[config.mk]
export PLATFORM = sky130hd
export DESIGN_NAME = arrow_queue_flat
export DESIGN_NICKNAME = d
export VERILOG_FILES = /design/src/rtl/arrow_queue_pkg.sv /design/src/rtl/arrow_queue_if.sv /design/src/rtl/arrow_queue_decode.sv /design/src/rtl/arrow_queue.sv /design/src/flat_wrapper.sv
export SDC_FILE = /design/constraint.sdc
export NUM_CORES = 1
export LEC_CHECK = 0
export ABC_CLOCK_PERIOD_IN_PS = 5000
export CAP_MARGIN = 20
export CORE_UTILIZATION = 43
export CTS_BUF_LIST = sky130_fd_sc_hd__clkbuf_4
export DETAILED_ROUTE_END_ITERATION = 8
export PLACE_DENSITY = 0.73
export SYNTH_ARGS = -nofsm -noshare
export SYNTH_HDL_FRONTEND = slang
export SYNTH_SLANG_ARGS = --single-unit
export TNS_END_PERCENT = 20
[constraint.sdc]
create_clock -name clk -period 5 [get_ports clk]
set_input_delay 1 -clock clk [delete_from_list [all_inputs] [get_ports clk]]
set_output_delay 1 -clock clk [all_outputs]
set_load 0.05 [all_outputs]
[src/rtl/arrow_queue_pkg.sv]
// Shared DDR game definitions: lane indices, game state, counter width and
// the per-cycle popcount / saturating-add helpers.
package ddr_pkg;

  localparam int NUM_LANES = 4;

  localparam int LANE_L = 0;
  localparam int LANE_D = 1;
  localparam int LANE_U = 2;
  localparam int LANE_R = 3;

  typedef enum logic [1:0] {
    IDLE = 2'd0,
    RUN  = 2'd1,
    OVER = 2'd2
  } state_e;

  localparam int CNT_W   = 8;
  localparam int CNT_MAX = 255;
  typedef logic [CNT_W-1:0] cnt_t;

  function automatic logic [2:0] popcount4(input logic [3:0] v);
    logic [2:0] n;
    n = '0;
    for (int i = 0; i < 4; i++) n = n + {2'b00, v[i]};
    return n;
  endfunction

  function automatic logic [3:0] popcount8(input logic [7:0] v);
    logic [3:0] n;
    n = '0;
    for (int i = 0; i < 8; i++) n = n + {3'b000, v[i]};
    return n;
  endfunction

  // The carry out of the 9-bit sum marks overflow; clamp to the counter max.
  function automatic cnt_t sat_add(input cnt_t a, input logic [3:0] inc);
    logic [CNT_W:0] sum;
    sum = {1'b0, a} + {5'b0_0000, inc};
    return sum[CNT_W] ? cnt_t'(CNT_MAX) : sum[CNT_W-1:0];
  endfunction

endpackage

[src/rtl/arrow_queue_if.sv]
// Game-side bundle of the arrow queue: control/stimulus inputs toward the
// queue and the grid/score status it drives back to the display side.
interface arrow_queue_if #(
  parameter int ROWS = 8
) ();
  import ddr_pkg::*;

  logic              tick;
  logic              start;
  logic [4:0]        random_arrow;
  logic [3:0]        btn;
  logic [4*ROWS-1:0] grid;
  cnt_t              score;
  cnt_t              miss_count;
  logic              hit;
  logic              miss;
  logic              playing;
  logic              game_over;

  modport master (
    output tick, start, random_arrow, btn,
    input  grid, score, miss_count, hit, miss, playing, game_over
  );

  modport slave (
    input  tick, start, random_arrow, btn,
    output grid, score, miss_count, hit, miss, playing, game_over
  );
endinterface

[src/rtl/arrow_queue_decode.sv]
// arrow_decode: maps a 0-9 random value to a one-hot lane mask; values 0-3
// select a lane, anything else spawns no arrow.
module arrow_decode (
  input  logic [4:0] value,
  output logic [3:0] lane_mask
);
  // NOTE: every combinational output gets a default first so no latch is inferred.
  always_comb begin
    lane_mask = '0;
    if (value < 5'd4) lane_mask[value[1:0]] = 1'b1;
  end
endmodule

[src/rtl/arrow_queue.sv]
// arrow_queue: scrolling note field. Spawns arrows on tick, shifts them toward
// the hit row, scores presses against that row and ends the game at MAX_MISS.
module arrow_queue
  import ddr_pkg::*;
#(
  parameter int ROWS     = 8,
  parameter int MAX_MISS = 10
) (
  input logic           clk,
  input logic           rst,
  arrow_queue_if.slave  bus
);

  localparam cnt_t MAX_MISS_C = cnt_t'(MAX_MISS);

  state_e                state_q, state_d;
  logic [ROWS-1:0][3:0]  grid_q, grid_d;
  cnt_t                  score_q, score_d;
  cnt_t                  miss_cnt_q, miss_cnt_d;
  logic                  hit_q, hit_d;
  logic                  miss_q, miss_d;

  logic [3:0] spawn_mask;
  logic [3:0] hit_mask, bad_mask, expired;
  logic [2:0] hit_inc;
  logic [3:0] miss_inc;

  arrow_decode u_decode (
    .value     (bus.random_arrow),
    .lane_mask (spawn_mask)
  );

  always_comb begin
    state_d    = state_q;
    grid_d     = grid_q;
    score_d    = score_q;
    miss_cnt_d = miss_cnt_q;
    hit_mask   = '0;
    bad_mask   = '0;
    expired    = '0;
    hit_inc    = '0;
    miss_inc   = '0;

    unique case (state_q)
      RUN: begin
        if (miss_cnt_q >= MAX_MISS_C) state_d = OVER;
        // Buttons resolve against the hit row before any shift this cycle.
        hit_mask             = bus.btn & grid_q[ROWS-1];
        bad_mask             = bus.btn & ~grid_q[ROWS-1];
        grid_d[ROWS-1]       = grid_q[ROWS-1] & ~bus.btn;
        if (bus.tick) begin
          expired = grid_q[ROWS-1] & ~bus.btn;
          for (int r = ROWS - 1; r > 0; r--) grid_d[r] = grid_q[r-1];
          grid_d[0] = spawn_mask;
        end
        hit_inc    = popcount4(hit_mask);
        miss_inc   = popcount8({bad_mask, expired});
        score_d    = sat_add(score_q, {1'b0, hit_inc});
        miss_cnt_d = sat_add(miss_cnt_q, miss_inc);
      end
      IDLE, OVER: begin
        if (bus.start) begin
          state_d    = RUN;
          grid_d     = '0;
          score_d    = '0;
          miss_cnt_d = '0;
        end
      end
      default: state_d = IDLE;
    endcase

    hit_d  = (hit_inc != '0);
    miss_d = (miss_inc != '0);
  end

  // NOTE: sequential state uses non-blocking assignments only.
  always_ff @(posedge clk or posedge rst) begin
    if (rst) begin
      state_q    <= IDLE;
      grid_q     <= '0;
      score_q    <= '0;
      miss_cnt_q <= '0;
      hit_q      <= 1'b0;
      miss_q     <= 1'b0;
    end else begin
      state_q    <= state_d;
      grid_q     <= grid_d;
      score_q    <= score_d;
      miss_cnt_q <= miss_cnt_d;
      hit_q      <= hit_d;
      miss_q     <= miss_d;
    end
  end

  assign bus.grid       = grid_q;
  assign bus.score      = score_q;
  assign bus.miss_count = miss_cnt_q;
  assign bus.hit        = hit_q;
  assign bus.miss       = miss_q;
  assign bus.playing    = (state_q == RUN);
  assign bus.game_over  = (state_q == OVER);

endmodule
[src/flat_wrapper.sv]
// flat-port wrapper written by rule: the top's interface ports become plain ports
module arrow_queue_flat import ddr_pkg::*;
#(
  parameter int ROWS     = 8,
  parameter int MAX_MISS = 10
)
  (clk, rst, bus_tick, bus_start, bus_random_arrow, bus_btn, bus_grid, bus_score, bus_miss_count, bus_hit, bus_miss, bus_playing, bus_game_over);
  arrow_queue_if #(.ROWS(ROWS)) bus_i ();
  input logic clk;
  input logic rst;
  input wire logic [$bits(bus_i.tick)-1:0] bus_tick;
  input wire logic [$bits(bus_i.start)-1:0] bus_start;
  input wire logic [$bits(bus_i.random_arrow)-1:0] bus_random_arrow;
  input wire logic [$bits(bus_i.btn)-1:0] bus_btn;
  output wire logic [$bits(bus_i.grid)-1:0] bus_grid;
  output wire logic [$bits(bus_i.score)-1:0] bus_score;
  output wire logic [$bits(bus_i.miss_count)-1:0] bus_miss_count;
  output wire logic [$bits(bus_i.hit)-1:0] bus_hit;
  output wire logic [$bits(bus_i.miss)-1:0] bus_miss;
  output wire logic [$bits(bus_i.playing)-1:0] bus_playing;
  output wire logic [$bits(bus_i.game_over)-1:0] bus_game_over;
  assign bus_i.tick = bus_tick;
  assign bus_i.start = bus_start;
  assign bus_i.random_arrow = bus_random_arrow;
  assign bus_i.btn = bus_btn;
  assign bus_grid = bus_i.grid;
  assign bus_score = bus_i.score;
  assign bus_miss_count = bus_i.miss_count;
  assign bus_hit = bus_i.hit;
  assign bus_miss = bus_i.miss;
  assign bus_playing = bus_i.playing;
  assign bus_game_over = bus_i.game_over;
  arrow_queue #(.ROWS(ROWS), .MAX_MISS(MAX_MISS)) u_core (.clk(clk), .rst(rst), .bus(bus_i));
endmodule
==> flow_summary.toml <==
[route]
dr.pass1.iters = 5
drt_first_iter_violations = 89
via_count = 2337
postRouteAntennaNets = 0
finalWirelength_microns = 6157
post_drt_wl_per_cell_microns = 13.90
drc = 0
vias_per_cell = 5.275

[sta]
hold_violations = 0
worst_pin_slew_ns = 0.9226
fmax_mhz = 209.8
slew_violations = 0
finClkSkew_ns = 0.02087
rsz0062_at_grt = "no"
fin_crit_ns = 4.767
fin_crit_sh = 0.9534
setup_viol_count_final = 0
fin_hold_ws_ns = 0.5286
slew_headroom = 0.3835

[synth]
syn_inst = 299
ys.flop_type = "dfrtp_1"
synthMostInstantiatedCell = "nand2_1"
ys_types = 47
synth_seq_cells = 52
synth_top_area_frac = 0.4620
synth_fp_nets = 331
synthArstFlopShare = 1.000
synth_edf_count = 0
synth_area_leader_cell = "dfrtp_1"
ys_seq_area_frac = 0.4620
synth.avg_cell_area_sq_um = 9.420
synth_area_leaders = "dfrtp_1 (46%), nand2_1 (8.5%), o21ai_0 (6.0%), ha_1 (5.3%), fa_1 (5.0%)"
synth_common_cells = "nand2_1 (64), dfrtp_1 (52), o21ai_0 (34), inv_1 (18), a21oi_1 (16)"
synthesis.area_sq_um = 2816
yosysWarnings = 0

[die]
num_rows = 29
io_pins = 65
die_x_microns = 82.93
die_h_microns = 82.93
design.core.area_sq_um = 6350
initial_core_util = 0.4435
die_area_sq_um = 6877

[clock_network]
cts_setup_buffers = 0
clkSinkCount = 52
htree_levels = 2
cts-root-buf = "clkbuf_4"
cts_tree = "yes"
cts_buffer_depth = 2
path_clk_slew_ns = 0.16
clk_latency_ns = 0.37
cts_inserted_buffers = 5

[worst_setup_path]
start_kind = "primary input"
critPathCaptureType = "flop"
cp_data_required_time_ns = 5.31
reg2reg_depth = 16
slowest_delay_ns = 0.52
path_max_fanout = 3
cp.arrival_ns = 5.07
critical_path_class = "primary input to flop"
cp_slowest_cell = "fa_1"
critical_path.cell_chain = "clkdlybuf4s50_1, nand2_1, nor2_1, ha_1, inv_1, fa_1, inv_1, fa_1, fa_2, inv_1, fa_1, fa_2, nand2b_4, a21oi_1, buf_4, a21oi_1, nor3_1"

[layout]
utilization = 0.5793
post_route_cells_drive_above_1_share = 0.08743
final_area_sq_um = 3679
fill_cells = 587
area_delta_synth_final_pct = 30.61
nets = 397
diodes = 0

[power]
power_density_nw_per_um2 = 400.7
ir_worst_vdd_mv = 0.3464
p_total_w = 0.001474
leakagePower_nw = 1.560

[grt]
grt_pass1_wl_microns = 10320
grt_max_degree = 53
first_global_vias = 2210
grt_antenna_before_repair = 0
grt_overflow = 0
grt.total_usage = 0.1812

[outcome]
status = "finished clean"

[job]
max_cap_viol_count = 0

[place]
io_buffers = 64
gp_congestion = 0.8300
dpl_cell_area_sq_um = 3557
hpwl_microns = 4503

[hold_path]
hold_path_depth = 2
worst_hold_path_type = "flop to flop"
power by group:
group / total (W) / internal [W] / switching [W]
registers: 0.000527 / 0.000469 / 0.0000573
clock network: 0.000245 / 0.000105 / 0.000141
logic: 0.000702 / 0.000228 / 0.000475
total: 0.00147 / 0.000802 / 0.000672
flip-flops by register name, summed over array words and instances, names as in the netlist:
| signal | flops |
|---|---|
| u_core.bus.grid | 32 |
| u_core.bus.score | 8 |
| u_core.bus.hit | 1 |
| u_core.bus.miss | 1 |
| u_core.state_q | 2 |
| u_core.bus.miss_count | 8 |
per-stage QoR:
stage	setup TNS, ns	cells	setup WS (ns)
2_1_floorplan	0	299	0.2193
3_3_place_gp	-1.295	434	-0.2068
3_5_place_dp	-2.132	435	-0.3418
4_1_cts	0	443	0.06747
5_1_grt	0	443	0.04585
6_report	0	443	0.2329
critical path, delay by kind of cell:
family,cells,cell delay (ns)
compound gates,2,0.29
fa+ha+maj,6,2.51
buf+inv,5,0.79
simple gates,4,0.46
worst paths after layout:
path                                      from  slack [ns]                  endpoint
max                                   bus_tick        0.23  u_core.bus.miss_count[6]
min                        u_core.bus.grid[19]        0.53       u_core.bus.grid[19]
max reg2reg                u_core.bus.grid[29]        0.86  u_core.bus.miss_count[6]
min reg2reg                u_core.bus.grid[19]        0.53       u_core.bus.grid[19]
max in group asynchronous                  rst        3.47       u_core.bus.grid[19]
min in group asynchronous                  rst        0.97       u_core.bus.score[4]
layout make-up:
cell class | count | area, sq um | area share
clock buffer | 5 | 37.54 | 0.01020
clock inverter | 3 | 42.54 | 0.01156
inverter | 19 | 71.32 | 0.01939
multi-input combinational | 215 | 1416 | 0.3850
sequential | 52 | 1301 | 0.3537
tap | 77 | 96.34 | 0.02619
timing repair buffer | 72 | 713.2 | 0.1939
layout by cell type, fill, tap and decap left out, types with 2 or more instances in the layout:
| cell | count |
|---|---|
| nand2_1 | 64 |
| clkdlybuf4s50_1 | 64 |
| dfrtp_1 | 52 |
| o21ai_0 | 34 |
| inv_1 | 17 |
| a21oi_1 | 16 |
| ha_1 | 12 |
| nor2_1 | 11 |
| buf_4 | 7 |
| a31oi_1 | 6 |
| nor2b_1 | 5 |
| a22o_1 | 5 |
| nor3_1 | 5 |
| fa_1 | 5 |
| clkbuf_4 | 5 |
| o21ai_1 | 4 |
| nand2b_1 | 4 |
| and2_1 | 3 |
| nand2b_4 | 3 |
| nand3_1 | 3 |
| inv_2 | 2 |
| a211oi_1 | 2 |
| a21o_1 | 2 |
| and3_1 | 2 |
| xnor2_1 | 2 |
| nand4_1 | 2 |
| fa_2 | 2 |
routing by layer:
metal	GRT usage	up-vias	part of all wire
met5	0	-	0
met1	0.2420	1114	0.46
met3	0.05169	7	0.066
met4	0.04702	0	0.010
met2	0.2906	57	0.47
li1	-	1159	-
timing repair:
action / CTS / global route
endpoints found under the hold margin: 0 / 0
hold buffers: 0 / 0
endpoints found under the setup margin: 0 / 8
resized for setup: 0 / 8
kinds of logic (layout without fill, tap and decap cells):
kind of cell               count (synthesis)  in the layout  synth area share
and+or+nand+nor                          112            112            0.1981
xor gates and xnor gates                   3              3          0.009331
DFF                                       52             52            0.4620
AOI/OAI and AO/OA                         81             81            0.1777
adders and majority gates                 19             19            0.1031
buffers and inverters                     32             99           0.04975
Note: power is estimated with default switching activity, not from simulation.
